## src/rtl/de_mux4_1.sv

```systemverilog
// Registered 1-to-4 demultiplexer: routes A to the output chosen by S, with a one-hot strobe.
// One-cycle latency, a transfer is accepted every cycle en is high, and there is no backpressure.
module de_mux4_1 #(
    parameter int WIDTH       = 8,
    parameter bit CLEAR_UNSEL = 1'b1
) (
    input  logic             clk,
    input  logic             rst_n,
    input  logic [WIDTH-1:0] A,
    input  logic [1:0]       S,
    input  logic             en,
    output logic [WIDTH-1:0] Out1,
    output logic [WIDTH-1:0] Out2,
    output logic [WIDTH-1:0] Out3,
    output logic [WIDTH-1:0] Out4,
    output logic [3:0]       vld
);

    logic [3:0][WIDTH-1:0] out_q;
    logic [3:0]            vld_q;
    logic [3:0]            sel_oh;

    always_comb begin
        sel_oh = 4'b0001 << S;
    end

    // A zero data word is still a transfer: the strobe comes from en alone, never from A.
    always_ff @(posedge clk or negedge rst_n) begin
        if (!rst_n) begin
            out_q <= '0;
            vld_q <= 4'b0000;
        end else begin
            vld_q <= en ? sel_oh : 4'b0000;
            if (en) begin
                for (int k = 0; k < 4; k++) begin
                    if (sel_oh[k]) begin
                        out_q[k] <= A;
                    end else if (CLEAR_UNSEL) begin
                        out_q[k] <= '0;
                    end
                end
            end
        end
    end

    assign Out1 = out_q[0];
    assign Out2 = out_q[1];
    assign Out3 = out_q[2];
    assign Out4 = out_q[3];
    assign vld  = vld_q;

endmodule

```

## config.mk

```make
export PLATFORM = sky130hd
export DESIGN_NAME = de_mux4_1
export DESIGN_NICKNAME = d
export VERILOG_FILES = /design/src/rtl/de_mux4_1.sv
export SDC_FILE = /design/constraint.sdc
export NUM_CORES = 1
export LEC_CHECK = 0
export CORE_ASPECT_RATIO = 0.8
export CORE_MARGIN = 2
export CORE_UTILIZATION = 40
export CTS_CLUSTER_SIZE = 24
export DETAILED_ROUTE_END_ITERATION = 12
export GPL_ROUTABILITY_DRIVEN = 0
export MAX_ROUTING_LAYER = met4
export PLACE_DENSITY = 0.73
export SETUP_SLACK_MARGIN = 0.02
export SLEW_MARGIN = 5
export SYNTH_ARGS = -nofsm -noshare
export SYNTH_HDL_FRONTEND = slang
export SYNTH_SLANG_ARGS = --single-unit
export TNS_END_PERCENT = 5
```

## constraint.sdc

```tcl
create_clock -name clk -period 1.7 [get_ports clk]
set_input_delay 0.34 -clock clk [delete_from_list [all_inputs] [get_ports clk]]
set_output_delay 0.34 -clock clk [all_outputs]
set_load 0.01 [all_outputs]
```

==> results of run 1 <==
-- power by group through the flow --
stage	logic [uW]	registers, uW	clock network, uW
after floorplan	86.6	965	0
after global placement	254	945	0
after detailed placement	261	946	0
after CTS	262	931	741
after global routing	279	936	770
final	258	931	725
-- sequential cells by signal, indices dropped and copies added (netlist names) --
name  count
Out1      8
Out3      8
Out4      8
Out2      8
vld       4
-- cells in the mapped netlist --
| cell | number |
|---|---|
| o2bb2ai_2 | 8 |
| buf_6 | 4 |
| buf_4 | 1 |
| nand2_1 | 9 |
| nor2_1 | 4 |
| o2bb2ai_1 | 24 |
| dfrtp_1 | 36 |
| nand2b_1 | 2 |
| or2_1 | 1 |
| inv_6 | 1 |
| buf_2 | 2 |
-- cells in the final DEF, fill, tap and decap left out --
cell,synthesis,final
nor2_1,4,4
nand2b_1,2,2
dfrtp_1,36,36
nand2_1,9,9
o2bb2ai_2,8,8
clkdlybuf4s50_1,0,48
o2bb2ai_1,24,24
buf_4,1,2
clkbuf_8,0,5
inv_6,1,1
or2_1,1,1
clkinv_2,0,1
clkbuf_1,0,1
bufinv_16,0,1
-- layer usage --
metal | vias up | routed length (microns)
li1 | 441 | -
met1 | 486 | 1600
met2 | 37 | 1400
met3 | 3 | 190
met4 | 0 | 22
met5 | - | 0
-- per-stage QoR --
step | total power, uW | instances | hold slack [ns] | setup slack [ns] | utilization (%)
finish | 1910 | 183 | 0.478 | 0.125 | 61.7
global route | 1990 | 183 | 0.505 | 0.0854 | 61.7
CTS | 1930 | 183 | 0.488 | 0.109 | 61.7
detailed placement | 1210 | 175 | 0.473 | 0.125 | 58.4
global placement | 1200 | 175 | 0.469 | 0.186 | 58.4
floorplan | 1050 | 92 | 0.0444 | 0.792 | -
-- cell type report --
class | instances | area (sq um)
clock buffers | 6 | 72.6
repair buffers | 50 | 495
flip-flops and latches | 36 | 901
clock inverters | 2 | 35.0
fillers | 249 | 1210
well taps | 40 | 50.0
multi-input cells | 48 | 398
inverters | 1 | 8.76
-- cell families (layout without fill, tap and decap cells) --
group,Yosys count,in the layout
buf+inv,8,59
flops,36,36
simple gates,16,16
compound gates,32,32
-- worst max path at each step --
stage            start       to  slack (ns)  cells past startpoint
2_1_floorplan       en  Out2[5]        0.79                      4
3_3_place_gp      S[0]  Out1[4]        0.19                      3
3_5_place_dp      S[0]  Out1[4]        0.12                      3
4_1_cts        Out1[7]  Out1[7]        0.11                      1
5_1_grt        Out1[7]  Out1[7]        0.09                      1
6_report       Out1[4]  Out1[4]        0.13                      1
==> impl_metrics.tcl, run 1 <==
set metrics [dict create \
    status "complete, no violations" \
    vias_per_cell 5.28 \
    fin_crit_ns 1.57 \
    max-cap-violations 0 \
    place_area_sq_um 1850 \
    synthMuxAreaShare_pct 0 \
    hold_path.class "in -> async" \
    dr_total_vias 967 \
    crit_type "reg -> out" \
    tns_ns 0 \
    r2r_start "Out1[4]" \
    cts-root-buf "clkbuf_8" \
    cts_setup_buffers 0 \
    io_buffers 48 \
    power_switching_uw 443 \
    end_kind "primary output" \
    synth.yosys.seq_area_share_pct 65.8 \
    synth_compound_area_share_pct 24.1 \
    drt_iter0_drc 59 \
    crit_path_max_incr_delay_ns 0.56 \
    die_h_microns 56.3 \
    io_pins 49 \
    place_hpwl_microns 2130 \
    fp.coreArea_sq_um 3180 \
    grt_pass1_vias 1058 \
    pwr-share-clk_pct 37.9 \
    drive_gt1_share_pct 12.6 \
    fmax_ghz 0.635 \
    worst_r2r_endpoint "Out1[4]" \
    synthXorXnorAreaFrac_pct 0 \
    drt-pass1-iter-count 4 \
    area_growth_pct 43.1 \
    synth_fa_ha_area_share_pct 0 \
    cp.required_ns 1.36 \
    antenna_found_initial 0 \
    grt.busiest_layer "met2" \
    grt_use_met3_pct 4.85 \
    intPower_uw 1470 \
    synth_top_family_by_area "compound AO/OA/AOI/OAI gates" \
    fin_crit_sh_pct 92.6 \
    critPathLaunchType "register" \
    synth.avg_cell_area_sq_um 14.9 \
    cts-buffers-inserted 5 \
    report.final.slew_viol_count 0 \
    crit_arrival_ns 1.23 \
    row_count 18 \
    cts_num_sinks 36 \
    grt_max_degree 37 \
    die_x_microns 69.4 \
    grt_util_met1_pct 25.8 \
    power.share.combinational_pct 13.5 \
    fin_nets 155 \
    insertion_delay_ns 0.28 \
    clk_path_buf_depth 2 \
    slew-limit-headroom_pct 64.6 \
    syn_inst 92 \
    r2r_cells 1 \
    hold_violations 0 \
    crit_chain "clkdlybuf4s50_1" \
    yosys.area_share.simple_pct 4.93 \
    yosys_warnings 0 \
    fin_area_sq_um 1960 \
    synth_cell_type_count 11 \
    cp.buffers_inverters 1 \
    drc 0 \
    synthTopCellsByArea "dfrtp_1, o2bb2ai_1, o2bb2ai_2" \
    swShare_pct 23.1 \
    yosys.area.top_type "dfrtp_1" \
    synth_area_sq_um 1370 \
    setup_viol_count_final 0 \
    tightest_slew_ns 0.531 \
    track_usage_pct 18.2 \
    initial_utilization_pct 43.1 \
    ant_nets 0 \
    grt-ovfl-total 0 \
    power_leakage_uw 0.000823 \
    rsz0062_at_grt "no" \
    r2r_slack_ns 1.03 \
    cts_tree "yes" \
    crit_family "buffers and inverters" \
    cpMaxStageDelayCell "clkdlybuf4s50_1" \
    die-area_sq_um 3910 \
    hold_buffers 0 \
    h-tree-depth 2 \
    power.density_nw_per_um2 976 \
    grtUsageMet2_pct 26.4 \
    finalClockSkew_ns 0 \
    power.share.sequential_pct 48.6 \
    vdd_ir_drop_max_mv 0.489 \
    cts.reportedPaths.clkPinSlew_ns 0.07 \
    synth_top_area_share_pct 65.8 \
    wl_per_cell_microns 17.6 \
    ctsResizeCount 0 \
    ys_ff_latch 36 \
    antenna_cells 0 \
    syn-num-nets 105 \
    path_max_fanout 2 \
    wl_microns 3210 \
    grt_pass1_wl_microns 5440 \
]
Note: power is estimated with default switching activity, not from simulation.
==> run 2, diff against run 1 <==
--- a/config.mk
+++ b/config.mk
@@ -6,7 +6,6 @@
 export NUM_CORES = 1
 export LEC_CHECK = 0
 export CORE_ASPECT_RATIO = 0.8
-export CORE_MARGIN = 2
 export CORE_UTILIZATION = 40
 export CTS_CLUSTER_SIZE = 24
 export DETAILED_ROUTE_END_ITERATION = 12
==> run 2 against run 1 <==
  * Total power fell by 8.9%
  * Sequential power about the same
  * Via count shrank 3.1%
  * Die area decreased by 6.3%
  * Critical endpoint is now Out1[7]
  * Non-clock buffer count unchanged
==> impl_metrics.tcl, run 2 (same netlist as run 1, synthesis figures left out) <==
set metrics [dict create \
    antenna_found_initial 0 \
    fin_crit_sh_pct 92.2 \
    slew-limit-headroom_pct 65.4 \
    tns_ns 0 \
    drt-pass1-iter-count 4 \
    crit_path_max_incr_delay_ns 0.57 \
    max-cap-violations 0 \
    status "complete, no violations" \
    wl_microns 3250 \
    crit_chain "clkdlybuf4s50_1" \
    area_growth_pct 40.9 \
    report.final.slew_viol_count 0 \
    grt_pass1_vias 961 \
    cts_num_sinks 36 \
    layout_common_cells "clkdlybuf4s50_1, dfrtp_1, o2bb2ai_1" \
    grt-ovfl-total 0 \
    hold_path.class "in -> async" \
    antenna_cells 0 \
    vdd_ir_drop_max_mv 0.509 \
    end_kind "primary output" \
    crit_arrival_ns 1.23 \
    die_h_microns 54.3 \
    drive_gt1_share_pct 12.0 \
    io_buffers 48 \
    fin_area_sq_um 1930 \
    layout_commonest_cell "clkdlybuf4s50_1" \
    power.density_nw_per_um2 903 \
    track_usage_pct 20.8 \
    setup_viol_count_final 0 \
    tightest_slew_ns 0.518 \
    die-area_sq_um 3660 \
    clk_path_buf_depth 2 \
    path_max_fanout 2 \
    fmax_ghz 0.638 \
    ctsResizeCount 0 \
    row_count 18 \
    grt_max_degree 37 \
    fin_nets 155 \
    wl_per_cell_microns 17.9 \
    cp.required_ns 1.36 \
    crit_type "reg -> out" \
    critPathLaunchType "register" \
    die_x_microns 67.4 \
    finalClockSkew_ns 0 \
    rsz0062_at_grt "no" \
    h-tree-depth 2 \
    path_depth 1 \
    cts-root-buf "clkbuf_8" \
    cpMaxStageDelayCell "clkdlybuf4s50_1" \
    dr_total_vias 937 \
    cp.buffers_inverters 1 \
    place_hpwl_microns 2160 \
    ant_nets 0 \
    cts-buffers-inserted 5 \
    hold_violations 0 \
    hold_buffers 0 \
    cts_setup_buffers 0 \
    drt_iter0_drc 45 \
    cts.reportedPaths.clkPinSlew_ns 0.06 \
    fp.coreArea_sq_um 3180 \
    grt_pass1_wl_microns 5040 \
    drc 0 \
    place_area_sq_um 1850 \
    initial_utilization_pct 43.1 \
    insertion_delay_ns 0.28 \
    io_pins 49 \
    vias_per_cell 5.15 \
    fin_crit_ns 1.57 \
    crit_family "buffers and inverters" \
    cts_tree "yes" \
    r2r_cells 1 \
    power_leakage_uw 0.000809 \
]
-- run 2: layer usage --
metal	vias to the layer above	global-route usage (%)	routed length, microns
li1	437	-	-
met3	3	7.29	195
met4	0	5.32	23
met1	459	29.3	1630
met5	-	-	0
met2	38	28.2	1410
-- run 2: per-stage QoR --
step	power (uW)	hold WS, ns	utilization, %	setup slack (ns)	std cells
CTS	1750	0.491	60.8	0.120	182
floorplan	1050	0.0444	-	0.792	92
finish	1740	0.486	60.8	0.133	182
global route	1830	0.497	60.8	0.0821	182
global placement	1200	0.469	58.4	0.182	175
detailed placement	1210	0.472	58.4	0.0967	175
-- run 2: path summary, 6_finish.rpt --
| check | endpoint | slack, ns | startpoint |
|---|---|---|---|
| max | Out1[7] | 0.13 | Out1[7] |
| max reg2reg | Out1[2] | 1.04 | Out1[2] |
| min in group clk | Out4[6] | 0.49 | Out4[6] |
| max in group asynchronous | Out4[5] | 0.91 | rst_n |
| min reg2reg | Out4[6] | 0.49 | Out4[6] |
| min | Out2[2] | 0.49 | rst_n |
-- run 2: final cells by class --
cell class,count,area [sq um]
tap,40,50.0
sequential,36,901
clock inverter,1,5.00
multi-input combinational,48,398
inverter,1,8.76
fill,249,1240
timing repair buffer,50,495
clock buffer,6,72.6
-- run 2: power by group --
group | switching [uW] | leakage (uW) | total [uW] | internal, uW
registers | 29.1 | 0.000485 | 931 | 902
logic | 123 | 0.000282 | 257 | 134
clock network | 276 | 0.0000410 | 554 | 278
total | 428 | 0.000809 | 1740 | 1310
==> run 3, diff against run 2 <==
--- a/config.mk
+++ b/config.mk
@@ -6,12 +6,12 @@
 export NUM_CORES = 1
 export LEC_CHECK = 0
 export CORE_ASPECT_RATIO = 0.8
-export CORE_UTILIZATION = 40
+export CORE_UTILIZATION = 47
 export CTS_CLUSTER_SIZE = 24
 export DETAILED_ROUTE_END_ITERATION = 12
 export GPL_ROUTABILITY_DRIVEN = 0
 export MAX_ROUTING_LAYER = met4
-export PLACE_DENSITY = 0.73
+export PLACE_DENSITY = 0.83
 export SETUP_SLACK_MARGIN = 0.02
 export SLEW_MARGIN = 5
 export SYNTH_ARGS = -nofsm -noshare
==> run 3 against run 2 <==
  * Via count up 5.4%
  * Cell count up 0.55%
  * Clock-buffer cell count up 2
  * Non-clock buffer count up 2
  * Critical endpoint unchanged
  * Fmax down 4.4%
  * Sequential cell count unchanged
  * Largest cell class unchanged
  * Largest power group unchanged
  * Highest routed layer unchanged
==> impl_metrics.tcl, run 3 (same netlist as run 1, synthesis figures left out) <==
set metrics [dict create \
    crit_path_max_incr_delay_ns 0.56 \
    cts-root-buf "clkbuf_4" \
    crit_family "buffers and inverters" \
    vias_per_cell 5.40 \
    place_hpwl_microns 2020 \
    intPower_uw 1240 \
    dp_slack_ns 0.144 \
    power_switching_uw 417 \
    cp.buffers_inverters 1 \
    status "complete, no violations" \
    die_h_microns 50.3 \
    power.density_nw_per_um2 861 \
    cts_setup_buffers 0 \
    row_count 17 \
    path_max_fanout 2 \
    finalClockSkew_ns 0 \
    grt-ovfl-total 0 \
    cts-buffers-inserted 5 \
    ant_nets 0 \
    critPathLaunchType "register" \
    drive_gt1_share_pct 13.1 \
    pwr-share-clk_pct 28.3 \
    vdd_ir_drop_max_mv 0.470 \
    drt-pass1-iter-count 4 \
    insertion_delay_ns 0.33 \
    cts.reportedPaths.clkPinSlew_ns 0.10 \
    die-area_sq_um 3140 \
    fmax_ghz 0.610 \
    fin_area_sq_um 1930 \
    drc 0 \
    cpMaxStageDelayCell "clkdlybuf4s50_1" \
    hold_path.class "in -> async" \
    multiInputGateArea_sq_um 398 \
    antenna_cells 0 \
    ctsResizeCount 0 \
    crit_type "reg -> out" \
    tns_ns 0 \
    grt_pass1_vias 946 \
    tightest_slew_ns 0.516 \
    initial_utilization_pct 49.5 \
    io_buffers 48 \
    final.setup.worst_slack_ns 0.0603 \
    hold_buffers 0 \
    place_area_sq_um 1870 \
    dr_total_vias 988 \
    grt_max_degree 37 \
    report.final.slew_viol_count 0 \
    cts_tree "yes" \
    fillers 204 \
    track_usage_pct 22.4 \
    rsz0062_at_grt "yes" \
    setup_viol_count_final 0 \
    power_leakage_uw 0.000826 \
    crit_chain "clkdlybuf4s50_1" \
    layout_common_cells "clkdlybuf4s50_1, dfrtp_1, o2bb2ai_1" \
    power.share.combinational_pct 15.6 \
    hold_violations 0 \
    swShare_pct 25.1 \
    die_x_microns 62.4 \
    end_kind "primary output" \
    fp.coreArea_sq_um 2770 \
    regArea_sq_um 901 \
    drt_iter0_drc 49 \
    power.share.sequential_pct 56.1 \
    clk_path_buf_depth 2 \
    wl_microns 3050 \
    layout_commonest_cell "clkdlybuf4s50_1" \
    cp.required_ns 1.36 \
    grt_pass1_wl_microns 4960 \
    fin_nets 157 \
    finalCoreUtilization_pct 69.7 \
    fin_crit_sh_pct 96.5 \
    cts_num_sinks 36 \
    antenna_found_initial 0 \
    io_pins 49 \
    area_growth_pct 40.6 \
    h-tree-depth 2 \
    fin_total_pwr_uw 1660 \
    crit_arrival_ns 1.30 \
    wl_per_cell_microns 16.6 \
    fin_crit_ns 1.64 \
    max-cap-violations 0 \
    slew-limit-headroom_pct 65.6 \
]
## run 3: layer usage
layer / vias to the layer above / share of wire, % / global-route usage, %
li1: 447 / - / -
met1: 493 / 48 / 30.4
met2: 44 / 44 / 32.6
met3: 4 / 6.1 / 6.82
met4: 0 / 1.2 / 6.98
met5: - / 0 / -
## run 3: power by group through the flow
stage	logic (uW)	clock network, uW	registers [uW]
5_1_grt	279	526	936
6_report	259	470	931
4_1_cts	263	481	931
3_3_place_gp	255	0	945
3_5_place_dp	262	0	946
2_1_floorplan	86.6	0	965
## run 3: worst paths after layout
path                       startpoint  endpoint  slack, ns  cells past startpoint
min in group clk              Out2[5]   Out2[5]       0.50                      1
min                             rst_n    vld[0]       0.41                      2
min reg2reg                   Out2[5]   Out2[5]       0.50                      1
max                           Out1[7]   Out1[7]       0.06                      1
max reg2reg                   Out1[7]   Out1[7]       1.02                      1
max in group asynchronous       rst_n   Out4[5]       0.98                      2
## run 3: area by class of cell
cell class	instances	area share [%]
Clock buffer	8	3.05
Tap cell	38	2.47
Sequential cell	36	46.8
Inverter	1	0.455
Timing Repair Buffer	52	26.6
Multi-Input combinational cell	48	20.6
## run 3: per-stage QoR
step,instances,hold WS (ns)
after floorplan,92,0.0444
after global placement,175,0.471
after detailed placement,175,0.472
after CTS,183,0.416
after global routing,183,0.437
final,183,0.412
